File: src/rtl/noc_link_arbiter.sv
// Wormhole arbiter for one output link shared by UP and NI, round-robin on heads, watchdog-closed worms.
// Latency 1 (registered output); inputs stall (ready=0) while the output register is full and out_ready=0.
module noc_link_arbiter #(
  parameter logic [5:0] HEAD_TAG = 6'b101111,
  parameter logic [7:0] TRAILER  = 8'hFF,
  parameter int         TIMEOUT  = 16,
  parameter int         CNT_W    = 5
) (
  input  logic       clk,
  input  logic       rst,
  input  logic [1:0] current_node,
  input  logic       up_valid,
  input  logic [7:0] up_flit,
  output logic       up_ready,
  input  logic       ni_valid,
  input  logic [7:0] ni_flit,
  output logic       ni_ready,
  output logic       out_valid,
  output logic [7:0] out_flit,
  input  logic       out_ready,
  output logic       out_to_ni,
  output logic [1:0] owner,
  output logic       drop_pulse,
  output logic       timeout_err
);

  typedef enum logic [1:0] {
    S_IDLE    = 2'b00,
    S_LOCK_UP = 2'b01,
    S_LOCK_NI = 2'b10,
    S_FLUSH   = 2'b11
  } state_e;

  localparam logic RR_UP = 1'b0;
  localparam logic RR_NI = 1'b1;

  state_e           state_q, state_d;
  logic             rr_last_q, rr_last_d;
  logic             out_valid_q, out_valid_d;
  logic [7:0]       out_flit_q, out_flit_d;
  logic             out_to_ni_q, out_to_ni_d;
  logic             drop_q, drop_d;
  logic             terr_q, terr_d;
  logic [CNT_W-1:0] wd_q, wd_d;

  logic       can_load;
  logic       up_head, ni_head;
  logic       head_acc, drop_acc, sel_ni;
  logic       acc;
  logic [7:0] acc_flit;
  logic       own_valid;

  assign can_load  = !out_valid_q || out_ready;
  assign up_head   = up_valid && (up_flit[7:2] == HEAD_TAG);
  assign ni_head   = ni_valid && (ni_flit[7:2] == HEAD_TAG);
  assign acc       = (up_ready && up_valid) || (ni_ready && ni_valid);
  assign acc_flit  = ni_ready ? ni_flit : up_flit;
  assign own_valid = (state_q == S_LOCK_UP) ? up_valid : ni_valid;

  always_ff @(posedge clk or posedge rst) begin
    if (rst) begin
      state_q <= S_IDLE;
    end else begin
      state_q <= state_d;
    end
  end

  // Output decode: who may present a flit this cycle. In IDLE heads take
  // precedence over strays, so a stray never blocks a packet start.
  always_comb begin
    up_ready = 1'b0;
    ni_ready = 1'b0;
    head_acc = 1'b0;
    drop_acc = 1'b0;
    sel_ni   = 1'b0;
    case (state_q)
      S_IDLE: begin
        if (up_head || ni_head) begin
          sel_ni   = ni_head && (!up_head || rr_last_q == RR_UP);
          head_acc = can_load;
        end else if (up_valid || ni_valid) begin
          sel_ni   = ni_valid && (!up_valid || rr_last_q == RR_UP);
          drop_acc = can_load;
        end
        up_ready = (head_acc || drop_acc) && !sel_ni;
        ni_ready = (head_acc || drop_acc) && sel_ni;
      end
      S_LOCK_UP: up_ready = can_load;
      S_LOCK_NI: ni_ready = can_load;
      default: ;
    endcase
  end

  always_comb begin
    state_d     = state_q;
    rr_last_d   = rr_last_q;
    wd_d        = '0;
    terr_d      = 1'b0;
    drop_d      = drop_acc;
    out_valid_d = can_load ? 1'b0 : out_valid_q;
    out_flit_d  = out_flit_q;
    out_to_ni_d = out_to_ni_q;
    case (state_q)
      S_IDLE: begin
        if (head_acc) begin
          out_valid_d = 1'b1;
          out_flit_d  = acc_flit;
          rr_last_d   = sel_ni;
          out_to_ni_d = (acc_flit[1:0] == current_node);
          state_d     = sel_ni ? S_LOCK_NI : S_LOCK_UP;
        end
      end
      S_LOCK_UP, S_LOCK_NI: begin
        if (acc) begin
          out_valid_d = 1'b1;
          out_flit_d  = acc_flit;
        end
        // A closing TRAILER always beats the watchdog.
        if (acc && acc_flit == TRAILER) begin
          state_d     = S_IDLE;
          out_to_ni_d = 1'b0;
        end else if (!own_valid) begin
          if (wd_q == CNT_W'(TIMEOUT - 1)) begin
            state_d = S_FLUSH;
            terr_d  = 1'b1;
          end else begin
            wd_d = wd_q + CNT_W'(1);
          end
        end
      end
      default: begin
        if (can_load) begin
          out_valid_d = 1'b1;
          out_flit_d  = TRAILER;
          out_to_ni_d = 1'b0;
          state_d     = S_IDLE;
        end
      end
    endcase
  end

  always_ff @(posedge clk or posedge rst) begin
    if (rst) begin
      rr_last_q   <= RR_NI;
      out_valid_q <= 1'b0;
      out_flit_q  <= '0;
      out_to_ni_q <= 1'b0;
      drop_q      <= 1'b0;
      terr_q      <= 1'b0;
      wd_q        <= '0;
    end else begin
      rr_last_q   <= rr_last_d;
      out_valid_q <= out_valid_d;
      out_flit_q  <= out_flit_d;
      out_to_ni_q <= out_to_ni_d;
      drop_q      <= drop_d;
      terr_q      <= terr_d;
      wd_q        <= wd_d;
    end
  end

  assign out_valid   = out_valid_q;
  assign out_flit    = out_flit_q;
  assign out_to_ni   = out_to_ni_q;
  assign owner       = state_q;
  assign drop_pulse  = drop_q;
  assign timeout_err = terr_q;

endmodule

File: config.mk
export PLATFORM = sky130hd
export DESIGN_NAME = noc_link_arbiter
export DESIGN_NICKNAME = d
export VERILOG_FILES = /design/src/rtl/noc_link_arbiter.sv
export SDC_FILE = /design/constraint.sdc
export NUM_CORES = 1
export LEC_CHECK = 0
export CAP_MARGIN = 25
export CORE_ASPECT_RATIO = 0.9
export CORE_MARGIN = 8
export CORE_UTILIZATION = 35
export CTS_BUF_LIST = sky130_fd_sc_hd__clkbuf_8
export DETAILED_ROUTE_END_ITERATION = 16
export SLEW_MARGIN = 20
export SYNTH_ARGS = -nofsm -noshare
export SYNTH_HDL_FRONTEND = slang
export SYNTH_SLANG_ARGS = --single-unit
File: constraint.sdc
create_clock -name clk -period 5.5 [get_ports clk]
set_input_delay 1.375 -clock clk [delete_from_list [all_inputs] [get_ports clk]]
set_output_delay 1.375 -clock clk [all_outputs]
set_load 0.005 [all_outputs]
**Yosys cells after proc, flatten, opt, wreduce, memory -nomap -nowiden**

Cells that the tools add are included.

- Flip-flop bits (word level): 20
- Output and inout port bits: 16
- Word-level logic and storage cells: 92

- Add/sub/neg operators: 1
- Eq/ne operators: 12
- Muxes and demuxes: 43
- Bitwise operators: 1
- Reduce and logical (&&, ||, !) cells: 27

Operator list:

| operator | number |
|---|---|
| $mux 8 | 4 |
| $mux 1 | 23 |
| $mux 5 | 4 |
| $pmux 8 s2 | 1 |
| $eq 6x6->1 const B | 2 |
| $mux 2 | 6 |
| $logic_and 1x1->1 | 9 |
| $eq 8x8->1 const B | 1 |
| $pmux 1 s2 | 4 |
| $logic_or 1x1->1 | 7 |
| $ne 2x2->1 const B | 3 |
| $ne 3x3->1 const B | 2 |
| $reduce_and 3->1 | 2 |
| $add 5x1->5 const B | 1 |
| $eq 5x4->1 const B | 1 |
| $logic_not 1->1 | 4 |
| $pmux 2 s2 | 1 |
| $reduce_and 4->1 | 1 |
| $reduce_bool 3->1 | 1 |
| $eq 2x1->1 const B | 1 |
| $eq 2x2->1 | 1 |
| $eq 2x2->1 const B | 1 |
| $logic_not 2->1 | 1 |
| $reduce_and 2->1 | 1 |
| 2 further kinds | 2 |

**Depth between registers and ports, before layout**

Gate-level depths: netlist (run 1).

- Word-level depth: 15
- Gate-level depth with buffers: 8
- Depth with buffers taken out: 8

**Worst setup path after synthesis (run 1)**

OpenSTA, ideal clock, no wires.

- Path type: input to output
- Start point: in up_flit[4]
- End point: out ni_ready
- Arrival: 2.348 ns
- Required time: 4.125 ns
- Setup slack: 1.777 ns
- Stages: 5
- Buffers on the path: 1
- Path through: nand4_1 -> or3_4 -> o21ai_1 -> o21ai_2 -> buf_2

- Longest elaborated chain between the ends: 9
- Elaborated cells on any way between the ends: 15
- Those cells by class: eq/ne (1); mux (7); reduce/logical (7)

Ends and longest elaborated chain:

| item | RTL line | text |
|---|---|---|
| from (decl) | 13 | `input logic [7:0] up_flit,` |
| $eq 6x6->1 (*) | 54 | `assign up_head = up_valid && (up_flit[7:2] == HEAD_TAG);` |
| $logic_and 1x1->1 (*) | 54 |  |
| $logic_not 1->1 | 79 | `sel_ni = ni_head && (!up_head \|\| rr_last_q == RR_UP);` |
| $logic_or 1x1->1 | 79 |  |
| $logic_and 1x1->1 | 79 |  |
| $mux 1 | 78 | `if (up_head \|\| ni_head) begin` |
| $mux 1 | 76 | `case (state_q)` |
| $logic_and 1x1->1 (*) | 86 | `ni_ready = (head_acc \|\| drop_acc) && sel_ni;` |
| $pmux 1 s2 (*) | 76 |  |
| to (decl) | 17 | `output logic ni_ready,` |

Every way passes the cells marked *; elsewhere a longest branch is shown, timed or not. The select of a mux whose other input is x is not followed.

**Final worst setup path (run 1)**

- Start point: in ni_valid
- End point: out ni_ready

- Longest elaborated chain between the ends: 7
- Elaborated cells on any way between the ends: 16
- Those cells by class: mux (9); reduce/logical (7)

Ends and longest elaborated chain:

| item | RTL line | text |
|---|---|---|
| from (decl) | 15 | `input logic ni_valid,` |
| $logic_or 1x1->1 / $logic_and 1x1->1 (equally long branches) | 81, 55 |  |
| $mux 1 / $logic_or 1x1->1 (equally long branches) | 81, 78 |  |
| $mux 1 | 78 |  |
| $mux 1 | 76 |  |
| $logic_or 1x1->1 | 86 |  |
| $logic_and 1x1->1 (*) | 86 |  |
| $pmux 1 s2 (*) | 76 |  |

Marks and branches as above.

==> results of run 1 <==
[logic make-up after synthesis]
| family | Yosys count |
|---|---|
| muxes | 18 |
| and+or+nand+nor | 45 |
| adders and majority gates | 5 |
| xor gates and xnor gates | 6 |
| DFF | 20 |
| buffers and inverters | 10 |
| AOI/OAI and AO/OA | 25 |
[synth_stat cells, drive strengths merged (2+ instances only)]
cell type	count	area, um2
xnor2	3	26.3
ha	5	62.6
o21a	2	15.0
nand4	2	12.5
o21ai	7	42.5
or2	2	12.5
buf	3	21.3
dfrtp	19	475
o2bb2ai	2	17.5
mux2i	9	90.1
a41oi	2	17.5
inv	6	22.5
a21oi	2	10.0
nand2	19	71.3
xor2	3	26.3
nand2b	2	12.5
nand3	5	25.0
nor2	10	37.5
mux2	9	131
[layout by cell type, fill, tap and decap left out, types with 2 or more instances in the layout]
cell type	synthesis	routed
clkdlybuf4s50_1	0	38
nand2_1	19	19
dfrtp_1	19	19
nor2_1	10	10
mux2i_1	9	9
mux2_4	8	8
inv_1	6	6
nand3_1	5	5
ha_1	5	5
o21ai_0	4	4
xnor2_1	3	3
xor2_1	3	3
clkbuf_8	0	3
nand4_1	2	2
o2bb2ai_1	2	2
nand2b_1	2	2
o21ai_2	2	2
o21a_1	2	2
or2_2	2	2
a41oi_1	2	2
a21oi_1	2	2
[routing by layer]
layer  global-route usage, %  vias to the layer above
li1                        -                      538
met1                    14.3                      520
met2                    19.8                       34
met3                    2.81                        5
met4                    4.84                        0
met5                       0                        -
[through the flow]
stage | hold slack (ns) | power [uW] | setup WS [ns]
after floorplan | 0.432 | 636 | 1.78
after global placement | 0.450 | 814 | 0.501
after detailed placement | 0.466 | 818 | 0.407
after CTS | 0.477 | 974 | 0.397
after global routing | 0.495 | 1040 | 0.216
final | 0.470 | 965 | 0.377
[how the worst min path moves through the flow]
| stage | from | to | slack [ns] |
|---|---|---|---|
| final | wd_q[0] | wd_q[0] | 0.47 |
| after global routing | wd_q[0] | wd_q[0] | 0.50 |
| after CTS | wd_q[0] | wd_q[0] | 0.48 |
| after detailed placement | wd_q[0] | wd_q[0] | 0.47 |
| after global placement | wd_q[0] | wd_q[0] | 0.45 |
| after floorplan | wd_q[0] | wd_q[0] | 0.43 |
[cell type report]
class | instances | area [um2]
clock inverter | 1 | 30.0
sequential | 20 | 502
multi-input combinational | 99 | 731
fill | 339 | 1830
timing repair buffer | 39 | 388
clock buffer | 3 | 41.3
inverter | 6 | 22.5
tap | 46 | 57.6
[sequential cells by signal, indices dropped and copies added, names as in the netlist]
| register | flops |
|---|---|
| out_flit | 8 |
| rr_last_q | 1 |
| wd_q | 5 |
| out_valid | 1 |
| out_to_ni | 1 |
| drop_pulse | 1 |
| timeout_err | 1 |
| owner | 2 |
[power groups by stage]
stage	Sequential (uW)	Combinational, uW	Clock (uW)
after global routing	247	628	162
after CTS	240	578	156
after global placement	240	574	0
after detailed placement	243	575	0
final	239	573	153
after floorplan	242	394	0
[critical path, delay by kind of cell]
family	cells	cell delay, ns
buffers and inverters	2	1.22
AO/OA/AOI/OAI	2	0.74
AND/OR/NAND/NOR	2	0.41
==> impl_metrics.csv, run 1 <==
group,metric,value,unit
route,routed-via-count,1097,
placement,dp_hpwl,2630,um
synth,syn_area,0.00128,mm2
critical_path,critical_path_class,"input port to primary output",
global_route,gr-usage-all-layers,11.9,%
cells_and_area,nNetsFinal,197,
critical_path,crit_start,"ni_valid",
pwr,p_leak,0.000757,uW
pwr,clkPwrFrac,15.9,%
cts,cts_sinks,20,
pwr,power.internal,623,uW
floorplanning,dieWidth,79.7,um
min_path,hold_class,"flop to flop",
synth,syn_area_per_cell,9.92,um2
timing,timing.final.crit_share,93.2,%
synth,synthSimpleGateAreaFrac,16.4,%
critical_path,regToRegEndpoint,"out_to_ni",
cells_and_area,layout.cells.non_filler,214,
route,drt-initial-drc-count,29,
cts,cts.repair_timing.setup_buffer_count,0,
critical_path,end_kind,"primary output",
synth,synth.distinct_cells,40,
timing,maxSlewViolCount,0,
pwr,p_per_area,545,mW/mm2
timing,finalCriticalPeriod,5.12,ns
critical_path,crit_fanout,13,
synth,synth_xor_xnor_area_share,4.11,%
critical_path,arrival,3.75,ns
critical_path,crit_end,"ni_ready",
critical_path,crit_path_start_kind,"input port",
pwr,seqPwrFrac,24.8,%
timing,relSlewSlack,49.2,%
critical_path,slowest_stage,"clkdlybuf4s50_1",
cells_and_area,antenna_cells,0,
global_route,grt_pass1_wl,5430,um
cts,cts_resized,0,
critical_path,crit_path_cell_trace,"clkdlybuf4s50_1 -> nand4b_1 -> nor3_1 -> o21ai_1 -> o21ai_2 -> clkdlybuf4s50_1",
cts,insertion_delay,0.27,ns
synth,synthAdderAreaFrac,4.89,%
cts,cts_buffers,3,
placement,routabilityCongestion,0.848,
route,drc_errors,0,
timing,final.setup.tns,0,ns
timing,skew,0.00907,ns
synth,ys_seq_area_share,39.2,%
timing,rsz0062_at_grt,"false",
route,wl_per_cell,15.5,um
min_path,hold_depth,1,
global_route,grt_max_degree,21,
cts,htreeDepth,1,
route,final_antenna_net_count,0,
cells_and_area,drive_gt1_share,12.5,%
floorplanning,core-area,0.00360,mm2
timing,tightestPinTransition,0.762,ns
placement,port_buffers,38,
pwr,p_sw,343,uW
route,m1WireLength,1500,um
cells_and_area,synthToLayoutAreaGrowth,38.4,%
synth,synth_mux_area_share,17.3,%
pwr,ir_drop,309,uV
route,top_layer,"met4",
critical_path,ff2ff_path_depth,7,
synth,ys_ff_latch,20,
placement,dp_cells,210,
floorplanning,fp.dieH,73.4,um
critical_path,cp_slowest_stage_delay,0.64,ns
floorplanning,start_util,35.6,%
synth,async_flop_share,100,%
synth,syn_nets,157,
global_route,grt_pass1_vias,1074,
cts,clkTransAtPathRegs,0.07,ns
cts,ctsHoldBuffers,0,
synth,ys.flop_type,"dfrtp_1",
floorplanning,dieArea,0.00585,mm2
placement,place_area,0.00170,mm2
cts,cts-root-buf,"clkbuf_8",
floorplanning,rows,21,
floorplanning,ios,39,
run,drv_cap,0,
timing,setup_viol,0,
cts,cts_tree,"built",
route,via_per_inst,5.13,
synth,syn_inst,129,
outcome,status,"finished clean",
critical_path,cpMostUsedCell,"clkdlybuf4s50_1",
cts,ctsLongestPathBuffers,2,
cells_and_area,postLayoutCoreUtil,49.2,%
pwr,p_sw_share,35.5,%
critical_path,r2r_start,"owner[0]",
timing,finalHoldViolations,0,
critical_path,rrSetupSlack,2.71,ns
critical_path,worstPathRequired,4.12,ns
global_route,antenna_found_initial,0,
timing,timing.fmax,0.195,GHz
route,met2WireLength,1550,um
pwr,combPwrFrac,59.3,%
synth,synth_top_family_by_area,"multiplexers",
route,dr.pass1.iters,4,
synth,synth-warning-count,0,
cells_and_area,fin_area,0.00177,mm2
global_route,overflow,0,
synth,synth_enable_flop_cells,0,
route,totalWireLength,3330,um
route,route.met3.wl,228,um
synth,synth_compound_area_share,14.4,%
Power figures use the tool's default switching activity.
==> run 2, diff against run 1 <==
- ABC_CLOCK_PERIOD_IN_PS: default -> 5500
- DONT_BUFFER_PORTS: default -> 1
==> impl_metrics.csv, run 2 (same netlist as run 1, synthesis figures left out) <==
group,metric,value,unit
outcome,status,"finished clean",
timing,skew,0.00227,ns
floorplanning,core-area,0.00360,mm2
critical_path,crit_path_start_kind,"input port",
route,dr.pass1.iters,4,
pwr,power.total,852,uW
global_route,grt_pass1_wl,4870,um
run,drv_cap,0,
timing,timing.fmax,0.265,GHz
cts,cts_buffers,3,
placement,routabilityCongestion,0.965,
timing,finalHoldViolations,0,
cts,cts_resized,0,
route,routed-via-count,1036,
pwr,p_per_area,612,mW/mm2
cts,insertion_delay,0.26,ns
floorplanning,start_util,35.6,%
timing,finalCriticalPeriod,3.77,ns
critical_path,crit_fanout,4,
floorplanning,dieWidth,79.7,um
global_route,antenna_found_initial,0,
pwr,p_leak,0.000610,uW
critical_path,end_kind,"primary output",
cells_and_area,layout.area.seq,502,um2
critical_path,crit_buf_inv,0,
pwr,ir_drop,147,uV
timing,setup_viol,0,
timing,tightestPinTransition,0.751,ns
cells_and_area,antenna_cells,0,
cts,clkTransAtPathRegs,0.08,ns
route,via_per_inst,5.89,
cells_and_area,synthToLayoutAreaGrowth,8.70,%
critical_path,critical_path_class,"input port to primary output",
critical_path,crit_path_cell_trace,"nand4_1 -> or3_4 -> o21a_1 -> o21ai_2",
floorplanning,fp.dieH,73.4,um
cts,ctsHoldBuffers,0,
floorplanning,ios,39,
cts,htreeDepth,1,
cts,ctsLongestPathBuffers,2,
placement,dp_hpwl,2530,um
critical_path,cp_slowest_stage_delay,0.43,ns
timing,rsz0062_at_grt,"false",
global_route,grt_pass1_vias,1038,
cells_and_area,nNetsFinal,159,
route,drt-initial-drc-count,93,
cells_and_area,layout_common_cells,"nand2_1, dfrtp_1, nor2_1, mux2i_1, mux2_4",
cells_and_area,multi_input_area,731,um2
route,drc_errors,0,
critical_path,worstPathRequired,4.12,ns
cells_and_area,nFillCells,346,
route,totalWireLength,3190,um
timing,maxSlewViolCount,0,
cts,cts_tree,"built",
placement,port_buffers,0,
timing,holdWs,0.470,ns
floorplanning,dieArea,0.00585,mm2
critical_path,slowest_stage,"or3_4",
critical_path,cp_top_family,"simple AND/OR/NAND/NOR gates",
cells_and_area,drive_gt1_share,16.2,%
cts,cts.repair_timing.setup_buffer_count,0,
global_route,gr-usage-all-layers,10.7,%
min_path,hold_class,"flop to flop",
cts,cts_sinks,20,
timing,relSlewSlack,49.9,%
placement,dp_cells,172,
timing,final.setup.tns,0,ns
route,final_antenna_net_count,0,
route,wl_per_cell,18.1,um
cells_and_area,layout.cells.non_filler,176,
global_route,overflow,0,
cells_and_area,largest_reg_flops,8,
timing,timing.final.crit_share,68.6,%
critical_path,arrival,2.40,ns
cells_and_area,postLayoutCoreUtil,38.7,%
floorplanning,rows,21,
cts,cts-root-buf,"clkbuf_8",
global_route,grt_max_degree,21,
## run 2: changes by cell type in the layout (fill, tap and decap cells not counted), sizes merged
cell	delta
clkdlybuf4s50	-38
## run 2: worst paths after layout
check / slack [ns] / from / cells after the start / to
min in group asynchronous: 1.13 / rst / 1 / out_flit[4]
hold reg to reg: 0.47 / wd_q[0] / 1 / wd_q[0]
max in group asynchronous: 3.91 / rst / 1 / out_to_ni
hold / removal: 0.47 / wd_q[0] / 1 / wd_q[0]
setup / recovery: 1.73 / up_flit[4] / 4 / up_ready
setup reg to reg: 2.89 / owner[0] / 8 / out_flit[3]
## run 2: layout make-up
type                       count  area share, %
clock buffer                   3           2.97
clock inverter                 1           2.16
inverter                       6           1.62
multi-input combinational     99           52.5
sequential                    20           36.1
tap                           46           4.14
timing repair buffer           1          0.540
## run 2: power by group
part           internal (uW)  switching (uW)
Clock                   97.2            52.6
Sequential               205            49.0
Combinational            224             224
## run 2: metal layers
metal  routed length, um  vias to the layer above  global-route usage (%)  part of all wire, %
li1                    -                      458                       -                    -
met1                1170                      509                    10.2                   36
met2                1540                       61                    18.4                   48
met3                 416                        8                    5.62                   13
met4                  70                        0                    5.44                  2.2
met5                   0                        -                       0                    0
## run 2: stage by stage
| step | instance area [um2] | worst slack (ns) |
|---|---|---|
| final | 1390 | 1.73 |
| after global routing | 1390 | 1.71 |
| after CTS | 1390 | 1.75 |
| after detailed placement | 1320 | 1.78 |
| after global placement | 1320 | 1.80 |
| after floorplan | 1280 | 1.78 |
## run 2: worst register-to-register path: cells and delay by family (launching register included)
family | cells | cell delay [ns]
AOI/OAI and AO/OA | 4 | 1.08
DFF | 1 | 0.46
buffers and inverters | 2 | 0.32
muxes | 1 | 0.34
adders and majority gates | 1 | 0.30
